File: config.mk
export PLATFORM = sky130hd
export DESIGN_NAME = dbg_disp_ctrl_flat
export DESIGN_NICKNAME = d
export VERILOG_FILES = /design/src/rtl/dbg_disp_ctrl_if.sv /design/src/rtl/dbg_disp_ctrl.sv /design/src/flat_wrapper.sv
export SDC_FILE = /design/constraint.sdc
export NUM_CORES = 1
export LEC_CHECK = 0
export CORE_MARGIN = 2
export CORE_UTILIZATION = 50
export CTS_BUF_LIST = sky130_fd_sc_hd__clkbuf_2
export CTS_CLUSTER_SIZE = 28
export DETAILED_ROUTE_END_ITERATION = 6
export GPL_ROUTABILITY_DRIVEN = 0
export PLACE_DENSITY = 0.82
export SETUP_SLACK_MARGIN = 0.5
export SYNTH_ARGS = -nofsm -noshare
export SYNTH_HDL_FRONTEND = slang
export SYNTH_SLANG_ARGS = --single-unit
File: constraint.sdc
create_clock -name i_clk -period 6.4 [get_ports i_clk]
set_input_delay 1.28 -clock i_clk [delete_from_list [all_inputs] [get_ports i_clk]]
set_output_delay 1.28 -clock i_clk [all_outputs]
set_load 0.05 [all_outputs]
File: src/rtl/dbg_disp_ctrl_if.sv
// Debug display controller bus interface.
// Groups the capture, control and display signals of dbg_disp_ctrl.
//   master : drives writes, hold, key and auto-scroll; observes the display outputs
//   slave  : the controller itself
interface dbg_disp_ctrl_if;
  logic        i_wr;        // write strobe, one cycle per word
  logic [1:0]  i_wr_addr;   // target page 0..3
  logic [31:0] i_wr_data;   // debug word
  logic        i_hold;      // 1 freezes all pages
  logic        i_key_next;  // raw push-button, asynchronous
  logic        i_auto;      // 1 enables auto-scroll
  logic [31:0] o_hex;       // displayed word, nibble k -> digit k
  logic [7:0]  o_blank;     // bit k = 1 blanks digit k
  logic [1:0]  o_page;      // currently displayed page
  logic        o_tick;      // registered display tick pulse

  modport master (
    output i_wr, i_wr_addr, i_wr_data, i_hold, i_key_next, i_auto,
    input  o_hex, o_blank, o_page, o_tick
  );

  modport slave (
    input  i_wr, i_wr_addr, i_wr_data, i_hold, i_key_next, i_auto,
    output o_hex, o_blank, o_page, o_tick
  );
endinterface

File: src/rtl/dbg_disp_ctrl.sv
// Debug display controller.
// Captures up to four 32-bit debug words into page registers, selects one page for
// display (push-button or timed auto-scroll) and presents eight registered nibbles
// plus a leading-zero blank mask to the per-digit segment decoders.
//
// Ports:
//   i_clk  system clock
//   i_rst  asynchronous reset, active-high
//   bus    dbg_disp_ctrl_if.slave (write port, hold, key, auto, display outputs)
//
// Parameters:
//   TICK_DIV    system clocks per display tick
//   AUTO_TICKS  ticks per page in auto-scroll mode (1..255)
//
// Optional feature: define DBG_DISP_BLINK_EN to blink the whole display (o_blank
// forced to 8'hFF on alternate ticks) while i_hold is asserted.
module dbg_disp_ctrl #(
  parameter int unsigned TICK_DIV   = 2500000,
  parameter int unsigned AUTO_TICKS = 20
) (
  input  logic            i_clk,
  input  logic            i_rst,
  dbg_disp_ctrl_if.slave  bus
);

  localparam int unsigned     CntW     = (TICK_DIV > 1) ? $clog2(TICK_DIV) : 1;
  localparam logic [CntW-1:0] TickLast = CntW'(TICK_DIV - 1);
  localparam logic [7:0]      AutoLast = 8'(AUTO_TICKS - 1);

  logic [CntW-1:0] tick_cnt_q;
  logic            tick_q;
  logic [7:0]      auto_cnt_q, auto_cnt_d;
  logic [2:0]      key_sync_q;  // [0] first flop, [1] second flop, [2] edge-detect history
  logic [31:0]     page_q [4];
  logic [1:0]      cur_page_q, page_d;
  logic [31:0]     hex_q, hex_d;
  logic [7:0]      blank_q, blank_d;
  logic            key_edge, auto_wrap;

  // Bit k (k >= 1) set iff nibbles 7..k are all zero; bit 0 never set.
  function automatic logic [7:0] lz_mask(input logic [31:0] v);
    logic [7:0] m;
    logic       run;
    m   = 8'h00;
    run = 1'b1;
    for (int k = 7; k >= 1; k--) begin
      run  = run & (v[4*k +: 4] == 4'h0);
      m[k] = run;
    end
    return m;
  endfunction

  always_comb begin
    key_edge  = key_sync_q[1] & ~key_sync_q[2];
    auto_wrap = bus.i_auto & tick_q & (auto_cnt_q == AutoLast);
    // Coincident key edge and auto advance still move by a single page.
    page_d    = cur_page_q + {1'b0, key_edge | auto_wrap};

    auto_cnt_d = auto_cnt_q;
    if (!bus.i_auto || key_edge) begin
      auto_cnt_d = 8'd0;
    end else if (tick_q) begin
      auto_cnt_d = auto_wrap ? 8'd0 : auto_cnt_q + 8'd1;
    end

    // Pages are read before this edge's write lands, so a write shows one cycle later.
    hex_d = page_q[page_d];
  end

`ifdef DBG_DISP_BLINK_EN
  logic blink_q, blink_d;

  always_comb begin
    blink_d = bus.i_hold ? (blink_q ^ tick_q) : 1'b0;
    blank_d = blink_d ? 8'hFF : lz_mask(hex_d);
  end

  always_ff @(posedge i_clk or posedge i_rst) begin
    if (i_rst) begin
      blink_q <= 1'b0;
    end else begin
      blink_q <= blink_d;
    end
  end
`else
  always_comb begin
    blank_d = lz_mask(hex_d);
  end
`endif

  always_ff @(posedge i_clk or posedge i_rst) begin
    if (i_rst) begin
      tick_cnt_q <= '0;
      tick_q     <= 1'b0;
      auto_cnt_q <= 8'd0;
      key_sync_q <= 3'b000;
      cur_page_q <= 2'd0;
      hex_q      <= 32'h0;
      blank_q    <= 8'hFE;
      for (int i = 0; i < 4; i++) begin
        page_q[i] <= 32'h0;
      end
    end else begin
      tick_cnt_q <= (tick_cnt_q == TickLast) ? '0 : tick_cnt_q + 1'b1;
      tick_q     <= (tick_cnt_q == TickLast);
      key_sync_q <= {key_sync_q[1], key_sync_q[0], bus.i_key_next};
      auto_cnt_q <= auto_cnt_d;
      cur_page_q <= page_d;
      hex_q      <= hex_d;
      blank_q    <= blank_d;
      if (bus.i_wr && !bus.i_hold) begin
        page_q[bus.i_wr_addr] <= bus.i_wr_data;
      end
    end
  end

  assign bus.o_hex   = hex_q;
  assign bus.o_blank = blank_q;
  assign bus.o_page  = cur_page_q;
  assign bus.o_tick  = tick_q;

endmodule

File: src/flat_wrapper.sv
// flat-port wrapper written by rule: the top's interface ports become plain ports
module dbg_disp_ctrl_flat 
#(
  parameter int unsigned TICK_DIV   = 2500000,
  parameter int unsigned AUTO_TICKS = 20
)
  (i_clk, i_rst, bus_i_wr, bus_i_wr_addr, bus_i_wr_data, bus_i_hold, bus_i_key_next, bus_i_auto, bus_o_hex, bus_o_blank, bus_o_page, bus_o_tick);
  dbg_disp_ctrl_if bus_i ();
  input  logic i_clk;
  input  logic i_rst;
  input wire logic [$bits(bus_i.i_wr)-1:0] bus_i_wr;
  input wire logic [$bits(bus_i.i_wr_addr)-1:0] bus_i_wr_addr;
  input wire logic [$bits(bus_i.i_wr_data)-1:0] bus_i_wr_data;
  input wire logic [$bits(bus_i.i_hold)-1:0] bus_i_hold;
  input wire logic [$bits(bus_i.i_key_next)-1:0] bus_i_key_next;
  input wire logic [$bits(bus_i.i_auto)-1:0] bus_i_auto;
  output wire logic [$bits(bus_i.o_hex)-1:0] bus_o_hex;
  output wire logic [$bits(bus_i.o_blank)-1:0] bus_o_blank;
  output wire logic [$bits(bus_i.o_page)-1:0] bus_o_page;
  output wire logic [$bits(bus_i.o_tick)-1:0] bus_o_tick;
  assign bus_i.i_wr = bus_i_wr;
  assign bus_i.i_wr_addr = bus_i_wr_addr;
  assign bus_i.i_wr_data = bus_i_wr_data;
  assign bus_i.i_hold = bus_i_hold;
  assign bus_i.i_key_next = bus_i_key_next;
  assign bus_i.i_auto = bus_i_auto;
  assign bus_o_hex = bus_i.o_hex;
  assign bus_o_blank = bus_i.o_blank;
  assign bus_o_page = bus_i.o_page;
  assign bus_o_tick = bus_i.o_tick;
  dbg_disp_ctrl #(.TICK_DIV(TICK_DIV), .AUTO_TICKS(AUTO_TICKS)) u_core (.i_clk(i_clk), .i_rst(i_rst), .bus(bus_i));
endmodule
==> summary.txt, run 1 <==
Clock network
  – Clk root buf: clkbuf_2
  – Clock transition at the registers of the reported paths: about 0.080 ns
  – CTS tree: done
  – Post-CTS sizing: 0
  – Worst-skew pair later-pin latency: between 0.7 and 0.8 ns
  – Clock tree sinks: 203
  – CTS Hold Bufs: 0
  – CTS H-tree lvls: 2
  – CTS Buffer Depth: 3
  – Post-CTS Setup Bufs: 0
  – CTS buffer count: 50

Worst setup path
  – CP cell instances: clkdlybuf4s50_1 -> nand2_1 -> nor2b_1 -> a31o_2 -> ha_2 -> buf_4 -> or4b_1 -> o221ai_1 -> o2111a_1 -> nand2_1 -> nor3_2
  – FF-to-FF path depth: 11
  – CP startpoint: bus_i_auto
  – Crit end category: register
  – CP Launch Type: input port
  – Worst Path Max Fanout: 34
  – Reg2reg start: u_core.auto_cnt_q[0]
  – Crit-path slowest cell: ha_2
  – Worst Setup EP: u_core.bus.o_blank[1]
  – CP peak stage delay: ~0.96 ns
  – Most frequent CP cell: nand2_1
  – Worst path required time: roughly 7.1 ns
  – Reg2reg end: u_core.bus.o_blank[1]
  – Critical path arrival: roughly 4.7 ns
  – Critical path class: input port to register
  – R2r setup slk: approximately 2.5 ns

Finish
  – Final instance area: 10000 µm²
  – Layout cell share with drive strength beyond 1: around two fifths
  – Most common cell after layout, fill and taps aside: dfrtp_1
  – Final #Nets: 706
  – Final cell count without fillers: roughly 920
  – # fillers: about 1300
  – Most frequent cells in the layout: dfrtp_1 (196), mux2_2 (128), clkdlybuf4s50_1 (81), clkbuf_2 (76), mux4_2 (32)
  – Flip-flop and latch area: about 5100 µm²
  – Multi-input gate area: between 3000 and 4000 µm²
  – Syn-to-layout area delta: 19.1%

Die
  – Core Box Area: about 17000 µm²
  – Die width: between 100 and 150 µm
  – Die area: 17900 µm²
  – Die Y: between 100 and 150 µm
  – Initial core utilization: around 50%
  – Row Count: between 40 and 50
  – Ports: slightly above 80

Power
  – VDD IR max: 0.323 mV
  – Leak Pwr: approximately 4.3 nW
  – Power density over the cells: about 410 nW/µm²
  – Power consumption: between 4 and 5 mW

Synthesis
  – Synth warn: 0
  – Syn_area_per_cell: 15.4 µm²
  – Register area share after synthesis: between 60% and 70%
  – Synth Net Count: 591
  – Netlist Area Pre-Place: roughly 8400 µm²
  – Mapped Cells: between 500 and 600
  – Async set-reset flop share out of synthesis: 100%
  – Post-synth EDFFs: 0
  – Flops & latches, synth: between 200 and 250
  – Distinct cells, synth: 45
  – Dominant synthesized flop cell: dfrtp_1

STA
  – Tcrit/Tclk final: 63.6%
  – Setup tns final: 0 ns
  – Tmin final: roughly 4 ns
  – Achievable Freq: around 250 MHz
  – Clk_skew: 0.0557 ns
  – Slew Limit Fails: 0
  – Slew HR: about a third
  – Worst-margin pin slew: 1.02 ns
  – RSZ-0062 raised after global routing: no
  – Final Hold Fails: 0
  – Final Setup Violations: 0

Drt
  – Final wirelength: roughly 17 mm
  – Via Count: about 5100
  – Mean number of vias per cell: around 5.5
  – DRC: 0
  – Initial DRC count: around 280
  – Initial DRT Pass Iterations: 4
  – Post-route antenna net violation count: 0
  – WL/cell: approximately 18 µm

Min path
  – Hold crit path type: register to register

Job
  – MaxCap Viol Count: 0

Place
  – Inst Count DP: approximately 830
  – Dpl hpwl: approximately 11 mm
  – Placed cell areas: 9510 µm²
  – Port Buffers: 81

Global route
  – Total GRT Usage: about a fifth
  – Vias in the first global route: around 5500
  – First-pass GRT wire length: 27.9 mm
  – Total gr overflow: 0
  – Largest net degree at the start of global routing: roughly 200
  – Initial antenna violation count: 1

Outcome
  – Status: finished clean
[worst min-delay path by stage]
| stage | endpoint | cells past startpoint | startpoint | slack (ns) |
|---|---|---|---|---|
| 2_1_floorplan | u_core.key_sync_q[1] | 0 | u_core.key_sync_q[0] | 0.33 |
| 5_1_grt | u_core.key_sync_q[1] | 0 | u_core.key_sync_q[0] | 0.37 |
| 3_3_place_gp | u_core.key_sync_q[1] | 0 | u_core.key_sync_q[0] | 0.33 |
| 6_report | u_core.key_sync_q[2] | 0 | u_core.key_sync_q[1] | 0.38 |
| 4_1_cts | u_core.key_sync_q[1] | 0 | u_core.key_sync_q[0] | 0.37 |
| 3_5_place_dp | u_core.key_sync_q[1] | 0 | u_core.key_sync_q[0] | 0.34 |
[metrics by stage]
step / hold slack, ns / worst slack [ns] / util, %
2_1_floorplan: 0.331 / 2.50 / -
3_3_place_gp: 0.334 / 1.59 / 57.6
3_5_place_dp: 0.339 / 1.53 / 57.6
4_1_cts: 0.372 / 2.36 / 60.7
5_1_grt: 0.370 / 2.09 / 60.7
6_report: 0.377 / 2.33 / 60.7
[cells by family after synthesis]
group	synth area share [%]
AOI/OAI and AO/OA	1.10
xor gates and xnor gates	2.79
adders and majority gates	0.446
buffers and inverters	1.72
DFF	60.4
muxes	26.0
other	0.0445
and+or+nand+nor	7.50
[Yosys cell counts, drive strengths merged (2+ instances only)]
library cell,number,share of area [%]
nand2b,3,0.22
and3,3,0.22
clkbuf,12,0.53
xnor2,16,1.8
dfstp,7,2.2
nand3,13,0.77
nor4b,7,0.73
or4b,3,0.36
nor2b,3,0.22
nor4,8,0.59
inv,6,0.27
o221ai,3,0.31
o21ai,4,0.24
dfrtp,196,58
or2,2,0.15
or4,9,0.80
ha,3,0.45
nand2,13,0.58
xor2,10,1.0
mux4,33,8.9
nor2,24,1.1
buf,14,0.92
nor4bb,2,0.24
nand4,6,0.45
nor3,8,0.53
mux2,128,17
[where the power goes]
group          internal [mW]  switching, mW
combinational          0.673          0.803
sequential              1.59          0.170
clock                  0.434          0.493
[routing by layer]
metal | share of wire, % | track usage [%]
met5 | 0 | 0
met4 | 1.7 | 7.80
met3 | 5.1 | 3.93
met2 | 50 | 32.1
met1 | 43 | 26.1
[worst max-delay path: cells and delay by family]
kind,cells,cell delay [ns]
adders and majority gates,1,0.96
and+or+nand+nor,5,0.94
buffers and inverters,2,0.82
AOI/OAI and AO/OA,3,0.74
[area by class of cell]
| class | instances | share of cell area [%] |
|---|---|---|
| Timing Repair Buffer | 89 | 8.81 |
| Tap cell | 220 | 2.74 |
| Sequential cell | 203 | 50.7 |
| Antenna cell | 1 | 0.0250 |
| Inverter | 6 | 0.262 |
| Multi-Input combinational cell | 313 | 32.3 |
| Clock buffer | 76 | 3.79 |
| Clock inverter | 14 | 1.32 |
[sequential cells by signal, summed over array words and instances, names as in the netlist]
signal,cells
u_core.auto_cnt_q,8
u_core.page_q,128
u_core.bus.o_tick,1
u_core.tick_cnt_q,22
u_core.key_sync_q,3
u_core.bus.o_blank,7
u_core.bus.o_hex,32
u_core.bus.o_page,2
(Power assumes the default switching activity.)
==> run 2, diff against run 1 <==
Clock period 6.4 ns to 3.33 ns, I/O delays scaled along.
==> summary.txt, run 2 (synthesized netlist as in run 1, its figures left out) <==
Die
  – Row Count: 47 (unchanged)
  – Die width: 134 µm (unchanged)
  – Initial core utilization: 51.0% (unchanged)
  – Die Y: 134 µm (unchanged)
  – Ports: 83 (unchanged)
  – Core Box Area: 16500 µm² (unchanged)
  – Die area: 17900 µm² (unchanged)

Finish
  – Register name with the most flops: u_core.page_q
  – Final cell count without fillers: 941 (+2.1%)
  – Final #Nets: 730 (+3.4%)
  – Most common cell after layout, fill and taps aside: dfrtp_1
  – Most frequent cells in the layout: dfrtp_1 (195), mux2_2 (128), clkbuf_2 (74), clkdlybuf4s50_1 (74), mux4_2 (32)
  – Layout cell share with drive strength beyond 1: 42.2% (+4.0 points)
  – Syn-to-layout area delta: 22.9%
  – Max reg flops: 128 (unchanged)
  – # fillers: 1215 (-3.0%)

Global route
  – Total gr overflow: 0 (unchanged)
  – Total GRT Usage: 21.0% (+1.4 points)
  – Initial antenna violation count: 1 (unchanged)
  – First-pass GRT wire length: 29.3 mm (+4.9%)
  – Vias in the first global route: 5683 (+3.4%)
  – Largest net degree at the start of global routing: 94 (-54%)

Worst setup path
  – Critical path arrival: 3.71 ns (-1.03 ns)
  – Crit end category: register
  – Worst path required time: 4.00 ns (-3.07 ns)
  – CP Launch Type: register
  – CP cell instances: ha_2 -> nor4b_4 -> nor2b_1 -> a31o_2 -> ha_4 -> buf_4 -> mux4_2 -> or4_4 -> nand2b_4 -> nor3_2
  – Critical path class: register to register
  – FF-to-FF path depth: 10 (-1)
  – CP peak stage delay: 0.55 ns (-0.41 ns)
  – Worst Path Max Fanout: 6 (-82%)
  – Crit-path slowest cell: or4_4
  – R2r setup slk: 0.28 ns (-2.20 ns)

STA
  – Slew Limit Fails: 0 (unchanged)
  – Clk_skew: 0.0417 ns (-0.0140 ns)
  – Tcrit/Tclk final: roughly nine tenths
  – RSZ-0062 raised after global routing: yes
  – Slew HR: 49.6% (+18 points)
  – Achievable Freq: 328 MHz
  – Tmin final: 3.05 ns
  – Final Hold Fails: 0 (unchanged)
  – Worst-margin pin slew: 0.750 ns (-0.269 ns)
  – Final Setup Violations: 0 (unchanged)
  – Final Worst Setup Slack: 0.283 ns (-2.04 ns)

Outcome
  – Status: finished clean

Drt
  – Mean number of vias per cell: 5.56 (+0.44%)
  – DRC: 0 (unchanged)
  – WL/cell: 19.1 µm (+5.2%)
  – Post-route antenna net violation count: 0 (unchanged)
  – Initial DRC count: 289 (+4.0%)
  – Final wirelength: 17.9 mm (+7.4%)
  – Via Count: 5232 (+2.5%)
  – Initial DRT Pass Iterations: 4 (unchanged)

Place
  – Inst Count DP: 846 (+1.8%)
  – Dpl hpwl: 11.7 mm (+9.4%)
  – Pre-CTS worst setup slack: -0.172 ns (-1.70 ns)
  – Port Buffers: 81 (unchanged)

Clock network
  – Clock tree sinks: 203 (unchanged)
  – Clk root buf: clkbuf_2
  – CTS H-tree lvls: 2 (unchanged)
  – Clock transition at the registers of the reported paths: 0.10 ns (+0.02 ns)
  – CTS Hold Bufs: 0 (unchanged)
  – CTS buffer count: 49 (-2.0%)
  – Worst-skew pair later-pin latency: 0.77 ns (about the same)
  – CTS Buffer Depth: 3 (unchanged)
  – CTS tree: done

Power
  – Power density over the cells: 803 nW/µm² (+94%)
  – VDD IR max: 0.423 mV (+31%)
  – Leak Pwr: 4.51 nW (+5.5%)

Min path
  – Hold crit path type: input port to async pin

Job
  – MaxCap Viol Count: 0 (unchanged)
run 2: changes by cell type in the layout (fill, tap and decap cells not counted), moves of 3 or more:
cell / delta
clkdlybuf4s50_1: -7
or4_4: +3
buf_4: +13
dlymetal6s2s_1: +5
buf_12: +5
buf_6: +6
or4_1: -3
run 2: per-stage QoR:
stage | total power, mW | util (%) | hold WS [ns] | setup TNS [ns] | cell area (µm²)
after floorplan | 5.45 | - | 0.331 | 0 | 8480
final | 8.31 | 62.6 | 0.329 | 0 | 10300
after detailed placement | 6.55 | 58.8 | 0.348 | -0.554 | 9710
after global placement | 6.45 | 58.8 | 0.336 | -0.0627 | 9710
after CTS | 8.34 | 62.3 | 0.257 | 0 | 10300
after global routing | 8.72 | 62.6 | 0.260 | 0 | 10300
run 2: critical path, delay by kind of cell, from the launching register on:
family	cells	cell delay, ns
multiplexers	1	0.51
adder cells (fa/ha/maj)	2	0.55
flip-flops	1	0.40
AO/OA/AOI/OAI	1	0.26
AND/OR/NAND/NOR	5	1.12
buffers and inverters	1	0.13
run 2: area by class of cell:
| type | count | area, µm² | share of cell area, % |
|---|---|---|---|
| multi-input combinational | 313 | 3350 | 32.3 |
| inverter | 6 | 26.3 | 0.254 |
| tap | 220 | 275 | 2.66 |
| clock buffer | 74 | 370 | 3.58 |
| antenna | 1 | 2.50 | 0.0242 |
| timing repair buffer | 114 | 1170 | 11.3 |
| sequential | 203 | 5090 | 49.2 |
| clock inverter | 10 | 65.1 | 0.629 |
run 2: worst paths after layout:
path | end | start
worst min-delay path | u_core.tick_cnt_q[0] | i_rst
min in group i_clk | u_core.key_sync_q[0] | bus_i_key_next
worst max-delay path | u_core.bus.o_blank[1] | u_core.auto_cnt_q[0]
worst max register to register | u_core.bus.o_blank[1] | u_core.auto_cnt_q[0]
worst min register to register | u_core.key_sync_q[1] | u_core.key_sync_q[0]
max in group asynchronous | u_core.bus.o_blank[7] | i_rst
run 2: what timing repair did:
action | in CTS | in global routing
pin swaps | 9 | 5
gates resized for setup | 22 | 10
endpoints found under the setup margin | 8 | 11
setup buffers | 8 | 2
run 2: layer usage:
layer / vias to the layer above / GRT usage (%) / wire length (µm)
met1: 2690 / 27.7 / 7680
met5: - / 0 / 0
met2: 182 / 33.8 / 8840
li1: 2320 / - / -
met4: 0 / 8.75 / 490
met3: 40 / 4.80 / 918
run 2: power by group:
group          switching (mW)  internal (mW)
sequential              0.339           3.05
clock                   0.942          0.658
combinational            1.71           1.62
==> run 3, diff against run 2 <==
Settings changed: CTS_CLUSTER_SIZE 28 to default.
==> results of run 3 <==
No change in the layout: final DEF, timing and power equal those of run 2.
==> patch, RTL diff (settings of run 3) <==
Compare `tick_cnt_q` against `TickLast` with >= in place of ==.
--- a/src/rtl/dbg_disp_ctrl.sv
+++ b/src/rtl/dbg_disp_ctrl.sv
@@ -103,5 +103,5 @@
     end else begin
       tick_cnt_q <= (tick_cnt_q == TickLast) ? '0 : tick_cnt_q + 1'b1;
-      tick_q     <= (tick_cnt_q == TickLast);
+      tick_q     <= (tick_cnt_q >= TickLast);
       key_sync_q <= {key_sync_q[1], key_sync_q[0], bus.i_key_next};
       auto_cnt_q <= auto_cnt_d;
Behaviour: no difference found for any inputs over 4 cycles, from zero or initial values and one cycle with i_rst high; that may be too few to reach the edited logic, so the function may still have changed.
==> patch against run 3 <==
- final area grew 3.1%
- via count grew 4.3%
- fmax shrank 7.2%
- critical path depth is the same
- clock power grew 6%
- synthesized area grew 1.0%
- sequential cell count is the same
- combinational power grew 12%
- hold slack lost 0.090 ns
- clock skew grew 0.030 ns
- setup slack lost 0.24 ns
- total power grew 6.3%
- wire length grew 7.1%
- die area grew 1.0%
- critical endpoint unchanged
==> patch: results (changes against run 3) <==
* Ys flop type: dfrtp_1 (unchanged)
* CTS max path bufs at 3 (unchanged)
* DP HPWL at 12.2 mm (was 11.7 mm)
* Port Buffers at 81 (unchanged)
* Initial antenna violation count at 1 (unchanged)
* VDD IR max at 0.523 mV (was 0.423 mV)
* Nets@finish at 770 (was 730)
* Seq/Total Area, Yosys at 59.8% (was 60.4%)
* Post-Route WL at 19.2 mm (was 17.9 mm)
* Crit path capture: u_core.bus.o_blank[1] (unchanged)
* Worst-path maximum fanout at 5 (was 6)
* Worst reg2reg path depth at 10 (unchanged)
* Dpl ws at -0.425 ns (was -0.172 ns)
* Vias in the first global route at 5943 (was 5683)
* Worst R2R Start: u_core.auto_cnt_q[7] (was u_core.auto_cnt_q[0])
* Gr usage total at 21.5% (was 21.0%)
* Worst-Skew Late Latency at 0.83 ns (was 0.77 ns)
* Largest Register: u_core.page_q (unchanged)
* Root cell of the clock tree: clkbuf_2 (unchanged)
* Final Max Tran Viols at 0 (unchanged)
* Setup CP Type: reg -> reg (unchanged)
* Unique masters post-synth at 50 (was 45)
* Min-Delay Path Class: in -> async (unchanged)
* Pleak at 4.62 nW (was 4.51 nW)
* Fmax at 304 MHz (was 328 MHz)
* Via count at 5456 (was 5232)
* Worst-path clk slew at 0.11 ns
* Warnings, synthesis at 0 (unchanged)
* DR pass1 iterations at 4 (unchanged)
* Num CTS Buffers at 50 (was 49)
* CTS HTree Levels at 2 (unchanged)
* Share of post-route cells with drive strength above 1 at 43.2% (was 42.2%)
* FILL cells at 1193 (was 1215)
* DR iter-0 viols at 142 (was 289)
* Synth area leaders: dfrtp_1 (58%), mux2_2 (17%), mux4_2 (8.7%) (was dfrtp_1 (58%), mux2_2 (17%), mux4_2 (8.6%))
* Clock Skew at 0.0719 ns (was 0.0417 ns)
* Actual transition at the worst max-transition pin at 1.26 ns (was 0.750 ns)
* Largest net degree at the start of global routing at 102 (was 94)
* Status: finished clean (unchanged)
* Async S/R FF share, synth at 100% (unchanged)
* Syn Nets at 612 (was 591)
* Global-route wire length before repair at 30.3 mm (was 29.3 mm)
* Worst Path Arrival at 4.04 ns (was 3.71 ns)
* Reg2Reg Setup Slack at 0.05 ns (was 0.28 ns)
* Max FFs per register at 128 (unchanged)
* Synth top cells by count: dfrtp_1 (196), mux2_2 (128), mux4_2 (33), nor2_1 (26), nand2_1 (21) (was dfrtp_1 (196), mux2_2 (128), mux4_2 (32), nor2_1 (24), xnor2_1 (15))
==> patch: per-stage QoR <==
stage                     hold WS [ns]  instances  utilization [%]  area (um^2)
after floorplan                  0.331        569                -         8620
after global placement           0.336        874             59.2         9810
after detailed placement         0.345        874             59.2         9810
after CTS                        0.195        978             63.2        10500
after global routing             0.206        987             64.3        10700
final                            0.239        987             64.3        10700
==> patch: logic make-up after synthesis <==
logic type	count (synthesis)	synth area share [%]
adder cells (fa/ha/maj)	3	0.441
AO/OA/AOI/OAI	27	2.26
AND/OR/NAND/NOR	119	7.66
other	1	0.0441
buffers and inverters	33	1.75
multiplexers	162	25.8
XOR/XNOR	21	2.25
flip-flops	203	59.8
==> patch: cell type report <==
class / instances / area, um^2 / share of cell area [%]
multi-input cells: 334 / 3510 / 32.9
well taps: 220 / 275 / 2.58
diodes: 1 / 2.50 / 0.0235
clock buffers: 74 / 370 / 3.47
inverters: 7 / 32.5 / 0.305
flip-flops and latches: 203 / 5090 / 47.7
clock inverters: 17 / 104 / 0.973
repair buffers: 131 / 1290 / 12.1
==> patch: critical path, stage by stage, from the launching register on <==
cell and delay [ns]:
dfrtp_1 0.39, or4b_4 0.55, or4_4 0.52, nand2_4 0.09
ha_4 0.20, xnor2_4 0.20, buf_6 0.16, mux4_2 0.55
nor4_4 0.34, nand2_2 0.11, nor3_2 0.16
==> patch: power by group <==
group,internal (mW),switching (mW)
Clock,0.684,1.00
Combinational,1.83,1.90
Sequential,3.04,0.365
==> patch: what timing repair did <==
action,4_1_cts,5_1_grt
gates resized for setup,28,32
setup endpoints to repair,33,32
gates cloned,1,0
pin swaps,5,10
buffers inserted,12,8
==> patch: metal layers <==
metal	part of all wire (%)	GRT usage, %
met5	0	0
met4	2.8	9.01
met3	5.6	6.53
met2	50	35.4
met1	41	26.6
